### config.mk
export PLATFORM = sky130hd
export DESIGN_NAME = regfile_sb
export DESIGN_NICKNAME = d
export VERILOG_FILES = /design/src/rtl/regfile_sb.sv
export SDC_FILE = /design/constraint.sdc
export NUM_CORES = 1
export LEC_CHECK = 0
export CORE_ASPECT_RATIO = 0.8
export CORE_MARGIN = 2
export CORE_UTILIZATION = 58
export CTS_CLUSTER_SIZE = 28
export DETAILED_ROUTE_END_ITERATION = 8
export PLACE_DENSITY = 0.81
export SLEW_MARGIN = 20
export SYNTH_ARGS = -nofsm -noshare
export SYNTH_HDL_FRONTEND = slang
export SYNTH_SLANG_ARGS = --single-unit
export TNS_END_PERCENT = 20
### constraint.sdc
create_clock -name clk -period 3.1 [get_ports clk]
set_input_delay 0.62 -clock clk [delete_from_list [all_inputs] [get_ports clk]]
set_output_delay 0.62 -clock clk [all_outputs]
set_load 0.01 [all_outputs]
### src/rtl/regfile_sb.sv
// Register file with a per-register pending-write scoreboard for decode hazard stalls.
// Optional same-cycle write-to-read forwarding is enabled by defining REGFILE_BYPASS_EN.
module regfile_sb #(
  parameter int XLEN     = 32,
  parameter int NREGS    = 8,
  parameter int ZERO_REG = 1
) (
  input  logic                     clk,
  input  logic                     rst_n,
  input  logic                     wr_en,
  input  logic [$clog2(NREGS)-1:0] wr_addr,
  input  logic [XLEN-1:0]          wr_data,
  input  logic [$clog2(NREGS)-1:0] rs1_addr,
  output logic [XLEN-1:0]          rs1_data,
  output logic                     rs1_busy,
  input  logic [$clog2(NREGS)-1:0] rs2_addr,
  output logic [XLEN-1:0]          rs2_data,
  output logic                     rs2_busy,
  input  logic                     issue_en,
  input  logic [$clog2(NREGS)-1:0] issue_rd,
  input  logic                     flush,
  output logic [$clog2(NREGS):0]   pend_cnt
);

  localparam int AW = $clog2(NREGS);
  localparam int CW = AW + 1;
  localparam bit ZR = (ZERO_REG != 0);

  logic [XLEN-1:0]  mem [NREGS];
  logic [NREGS-1:0] pending;
  logic [NREGS-1:0] pend_next;
  logic [CW-1:0]    cnt_next;

  logic wr_ok;
  logic iss_ok;
  logic cnt_inc;
  logic cnt_dec;

  // Register 0 swallows writes and issues when it is hardwired to zero.
  assign wr_ok  = wr_en && !(ZR && (wr_addr == '0));
  assign iss_ok = issue_en && !flush && !(ZR && (issue_rd == '0));

  always_comb begin
    pend_next = pending;
    if (flush) begin
      pend_next = '0;
    end else begin
      if (wr_ok)  pend_next[wr_addr]  = 1'b0;
      if (iss_ok) pend_next[issue_rd] = 1'b1;
    end
  end

  // Only the issue bit can rise and only the write bit can fall, so the count
  // moves by the net of those two transitions.
  always_comb begin
    cnt_inc = iss_ok && !pending[issue_rd];
    cnt_dec = wr_ok && pending[wr_addr] && !(iss_ok && (issue_rd == wr_addr));
    cnt_next = pend_cnt;
    if (flush) begin
      cnt_next = '0;
    end else begin
      case ({cnt_inc, cnt_dec})
        2'b10:   cnt_next = pend_cnt + CW'(1);
        2'b01:   cnt_next = pend_cnt - CW'(1);
        default: cnt_next = pend_cnt;
      endcase
    end
  end

  always_ff @(posedge clk or negedge rst_n) begin
    if (!rst_n) begin
      for (int i = 0; i < NREGS; i++) mem[i] <= '0;
      pending  <= '0;
      pend_cnt <= '0;
    end else begin
      if (wr_ok) mem[wr_addr] <= wr_data;
      pending  <= pend_next;
      pend_cnt <= cnt_next;
    end
  end

  always_comb begin
    rs1_data = mem[rs1_addr];
    rs1_busy = pending[rs1_addr];
`ifdef REGFILE_BYPASS_EN
    if (wr_ok && (wr_addr == rs1_addr)) begin
      rs1_data = wr_data;
      rs1_busy = 1'b0;
    end
`endif
    if (ZR && (rs1_addr == '0)) begin
      rs1_data = '0;
      rs1_busy = 1'b0;
    end
  end

  always_comb begin
    rs2_data = mem[rs2_addr];
    rs2_busy = pending[rs2_addr];
`ifdef REGFILE_BYPASS_EN
    if (wr_ok && (wr_addr == rs2_addr)) begin
      rs2_data = wr_data;
      rs2_busy = 1'b0;
    end
`endif
    if (ZR && (rs2_addr == '0)) begin
      rs2_data = '0;
      rs2_busy = 1'b0;
    end
  end

endmodule

Word level (Yosys, flattened, before mapping)
Index checks and enable logic that the tools add are counted.
{"block": "word_totals", "reg_bits": 268, "output_inout_bits": 70, "wordCells": 82}
{"block": "classes", "addsub": 2, "order_cmp": 10, "n_eq_ne": 3, "muxes": 31, "bitwise": 6, "reduce_logical": 20}
{"op": "bitwise mux 256 bit", "count": 1}
{"op": "two-way mux 32 bit", "count": 7}
{"op": "binary-select mux 32 bit (select 3 bit)", "count": 2}
{"op": "demux 32 bit (select 3 bit)", "count": 1}
{"op": "two-way mux 8 bit", "count": 4}
{"op": "less-than comparator 3 x 4 -> 1 bit, second input constant", "count": 4}
{"op": "binary-select mux 1 bit (select 3 bit)", "count": 4}
{"op": ">= comparator 4 bit, second input constant", "count": 3}
{"op": "zero test 3 bit", "count": 4}
{"op": "NOT 3 -> 4 bit", "count": 3}
{"op": "logical AND 1 bit", "count": 10}
{"op": "AND 8 bit", "count": 1}
{"op": "two-way mux 1 bit", "count": 8}
{"op": "NOT 8 bit", "count": 1}
{"op": "bitwise OR 8 bit", "count": 1}
{"op": "one-hot mux 4 bit (2 select lines)", "count": 1}
{"op": "demux 1 bit (select 3 bit)", "count": 2}
{"op": ">= comparator 3 x 1 -> 1 bit, second input constant", "count": 2}
{"op": "zero test 1 bit", "count": 5}
{"op": "adder 4 x 1 -> 4 bit, second input constant", "count": 1}
{"op": "less-than comparator 4 x 1 -> 1 bit, second input constant", "count": 1}
{"op": "two-way mux 4 bit", "count": 1}
{"op": "subtractor 4 x 1 -> 4 bit, second input constant", "count": 1}
{"op": "equality test 3 bit", "count": 1}
{"op": "3 further kinds", "count": 3}

Longest topological paths before layout
{"block": "logic_depth", "depth_word": 11, "mapped_depth": 10, "depth_no_buf": 9}

Worst setup path after synthesis
No wires, ideal clock.
{"block": "synth_timing", "kind": "input to register", "from": "in wr_addr[0]", "to": "reg pend_cnt[3]", "setup_time_ns": 0.128, "arrival_time_ns": 3.168, "setup_slack_ns": -0.196, "cell_stages": 9, "n_path_buf": 1, "cell_sequence": "clkbuf_1 > mux4_2 > o211a_2 > nor4_4 > ha_1 > a21o_1 > a21oi_1 > mux2i_1 > mux2_1"}
{"block": "synth_via", "elab_chain_cells": 8}
{"item": "from (decl)", "line": "11", "text": "input logic [$clog2(NREGS)-1:0] wr_addr,"}
{"item": "parallel branches: the longest is 4 deep, another holds binary-select mux 1 bit (select 3 bit)"}
{"item": "logical AND 1 bit *", "line": "57", "text": "cnt_dec = wr_ok && pending[wr_addr] && !(iss_ok && (issue_rd == wr_addr));"}
{"item": "equality test 2 x 1 -> 1 bit or equality test 2 bit (tied branches)", "line": "62", "text": "case ({cnt_inc, cnt_dec})"}
{"item": "one-hot mux 4 bit (2 select lines)", "line": "62"}
{"item": "two-way mux 4 bit", "line": "59", "text": "if (flush) begin"}
{"item": "to (signal assigned)", "line": "78", "text": "pend_cnt <= cnt_next;"}
{"item": "to (decl)", "line": "22", "text": "output logic [$clog2(NREGS):0] pend_cnt"}
Every way passes the cells marked *. The select of a mux whose other input is x is not followed.
A chain may end at the register's enable or synchronous reset.

Final worst setup path
{"block": "layout_timing", "from": "in rs2_addr[0]", "to": "out rs2_data[19]"}
{"block": "layout_via", "elab_chain_cells": 5}
{"item": "from (decl)", "line": "16", "text": "input logic [$clog2(NREGS)-1:0] rs2_addr,"}
{"item": "NOT 3 -> 4 bit (implied by the code)", "line": "98", "text": "rs2_data = mem[rs2_addr];"}
{"item": "binary-select mux 32 bit (select 3 bit)", "line": "98"}
{"item": "two-way mux 32 bit (implied by the code) (2 in a row)", "line": "98"}
{"item": "two-way mux 32 bit *", "line": "106", "text": "if (ZR && (rs2_addr == '0)) begin"}
{"item": "to (decl)", "line": "17", "text": "output logic [XLEN-1:0] rs2_data,"}
Mark *: on every way between the ends. The rest lies on a longest branch, timed or not. The select of a mux whose other input is x is not followed.

==> results_dict.tcl <==
set metrics [dict create \
    cts_max_path_buffers 3 \
    setup_viol 0 \
    htreeDepth 1 \
    clock-sinks 236 \
    syn_avg_cell_area_sq_um 13.3 \
    power.density_mw_per_mm2 629 \
    fin_crit_ps 3010 \
    yosysTopAreaCell "dfrtp_1" \
    nets 1120 \
    grt_max_degree 90 \
    hp-class "in -> async" \
    syn2layout_area_growth_pct 21.5 \
    crit_top_cell "buf_4" \
    final_cells 1358 \
    async_flop_share 1.00 \
    die_h_um 136 \
    reg2reg_from "pending[6]" \
    drtIter0Drc 727 \
    r2r_end "pend_cnt[3]" \
    grt_pass1_wl_um 50300 \
    routedWlPerCell_um 23.3 \
    power.total_mw 9.67 \
    port_buffers 118 \
    p_leak_nw 6.33 \
    slew_viol_final 0 \
    rr_worst_depth 9 \
    core-area_sq_mm 0.0215 \
    finalHoldViolations 0 \
    crit_chain "buf_4 > buf_12 > mux4_2 > nand2_1 > o21ai_0 > buf_4 > clkdlybuf4s50_1" \
    syn_inst 950 \
    maxCapViolations 0 \
    worst_slack_ps 90.9 \
    hold_ws_ps 111 \
    io_pins 119 \
    drive_above_1_share 0.434 \
    placed_cells 1317 \
    yosysMostFrequentCell "mux2_2" \
    grt_use_total 0.280 \
    cp.required_ps 2480 \
    initial_core_util 0.589 \
    numCtsBuffers 24 \
    diodes 0 \
    worst_slew_pin_slew_ps 715 \
    antenna_found_initial 0 \
    wl_um 31700 \
    path_class "in -> out" \
    crit_end "rs2_data[19]" \
    place_congestion 0.808 \
    cp.arrival_ps 2390 \
    ys_seq_area_frac 0.467 \
    max_freq_mhz 332 \
    grt_pass1_vias 9038 \
    vdd.ir_drop.worst_uv 399 \
    worstSetupStartpointType "primary input" \
    clockRootBuffer "clkbuf_16" \
    multi_input_area_sq_mm 0.00641 \
    clk_pin_slew_ps 60 \
    synthTopCellsByArea "dfrtp_1 (47%), mux2_2 (26%), mux4_2 (12%)" \
    rsz0062_at_grt "false" \
    ff2ff_setup_slack_ps 470 \
    clkLatencyLatePin_ps 520 \
    post-route-period-util 0.971 \
    syn_area_sq_mm 0.0127 \
    pre_cts_slack_ps -415 \
    synth_cell_types 43 \
    worst-path-max-fanout 14 \
    die_x_um 169 \
    overflow 0 \
    drtAntennaViolNets 0 \
    synthesis.nets 1002 \
    dpl.hpwl_um 19500 \
    rows 48 \
    die_area_sq_mm 0.0230 \
    cts_hold_buf 0 \
    ys_warn_count 0 \
    cts.repair.resized 0 \
    post_cts_buffers 0 \
    via_per_inst 6.49 \
    worst_setup_path_end_kind "output port" \
    synth.top_cells.by_count "mux2_2 (289), dfrtp_1 (236), clkbuf_1 (70)" \
    fill_cells 1459 \
    yosys.area.top_type_share 0.467 \
    ys_ff_latch 236 \
    vias 8808 \
    synth_edf_count 0 \
    regArea_sq_mm 0.00591 \
    synth_flop_cell "dfrtp_1" \
    cts_tree "yes" \
    crit_slowest_cell "mux4_2" \
    finClkSkew_ps 2.01 \
    crit_path_start "rs2_addr[0]" \
    max_stage_delay_ps 510 \
    drcViolationCount 0 \
    maxSlewHeadroom 0.523 \
    dr.pass1.iters 6 \
    status "finished clean" \
]
==> kinds of logic (layout without fill, tap and decap cells) <==
| kind of cell | after synthesis | count (layout) | synth area share |
|---|---|---|---|
| and+or+nand+nor | 94 | 94 | 0.0361 |
| buffers and inverters | 98 | 231 | 0.0296 |
| AOI/OAI and AO/OA | 154 | 154 | 0.0799 |
| DFF | 236 | 236 | 0.467 |
| muxes | 362 | 362 | 0.382 |
| adders and majority gates | 3 | 3 | 0.00356 |
| xor gates and xnor gates | 3 | 3 | 0.00208 |
==> final cells by class <==
type	instances	area share
clock buffer	35	0.0470
clock inverter	6	0.00537
tap	275	0.0224
inverter	15	0.00366
timing repair buffer	175	0.121
multi-input combinational	616	0.417
sequential	236	0.384
==> through the flow <==
| step | setup TNS, ps | instance area (sq um) | utilization |
|---|---|---|---|
| after floorplan | 0 | 12700 | - |
| after global placement | -619 | 14600 | 0.677 |
| after detailed placement | -786 | 14600 | 0.677 |
| after CTS | 0 | 15400 | 0.715 |
| after global routing | 0 | 15400 | 0.715 |
| final | 0 | 15400 | 0.715 |
==> state kept, by name, summed over array words and instances, names as in the netlist <==
register,cells
pend_cnt,4
mem,224
pending,8
==> layer usage <==
metal,vias up,wire (um),GRT usage
li1,3836,-,-
met1,4613,13900,0.402
met2,315,15200,0.453
met3,44,1990,0.0475
met4,0,552,0.0646
met5,-,0,0
==> cells in the final DEF (no fill, tap or decap), types with 2 or more instances in the layout <==
master,instances
clkbuf_16,25
o21a_1,2
mux2_2,289
ha_1,2
a221oi_1,11
buf_12,21
clkbuf_8,6
o31ai_1,4
a32oi_1,3
xnor2_1,2
a211oi_1,2
a211oi_2,2
nand3_2,2
nor3_1,4
clkdlybuf4s50_1,111
nor2b_1,5
nand2_1,56
nand3_1,2
buf_2,3
nor2_1,5
inv_1,15
nand3b_1,4
nand2b_1,4
or3b_1,2
a21oi_1,15
o21ai_0,55
dfrtp_1,236
buf_4,39
mux2i_1,4
clkbuf_1,4
clkinv_2,3
a21o_1,2
a22oi_1,54
nor2b_4,2
mux4_2,68
bufinv_16,2
==> critical path: cells and delay by family <==
family | cells | cell delay (ps)
simple gates | 1 | 80
buf+inv | 4 | 1080
mux | 1 | 510
compound gates | 1 | 100
==> report_power, final <==
| group | leakage [nW] | internal (mW) | total [mW] | switching [mW] |
|---|---|---|---|---|
| Sequential | 2.85 | 3.74 | 4.21 | 0.470 |
| Combinational | 3.08 | 1.55 | 2.49 | 0.943 |
| Clock | 0.396 | 1.77 | 2.97 | 1.19 |
| Total | 6.33 | 7.06 | 9.67 | 2.61 |
==> how the worst min path moves through the flow <==
stage          startpoint          end  slack (ps)  cells past startpoint
2_1_floorplan       rst_n       mem[0]         320                      0
6_report            rst_n  pend_cnt[1]         110                      1
5_1_grt             rst_n  pend_cnt[1]         180                      1
4_1_cts             rst_n  pend_cnt[1]         160                      1
3_5_place_dp   pending[0]   pending[0]         490                      1
3_3_place_gp   pending[0]   pending[0]         490                      1
Note: power is estimated with default switching activity, not from simulation.
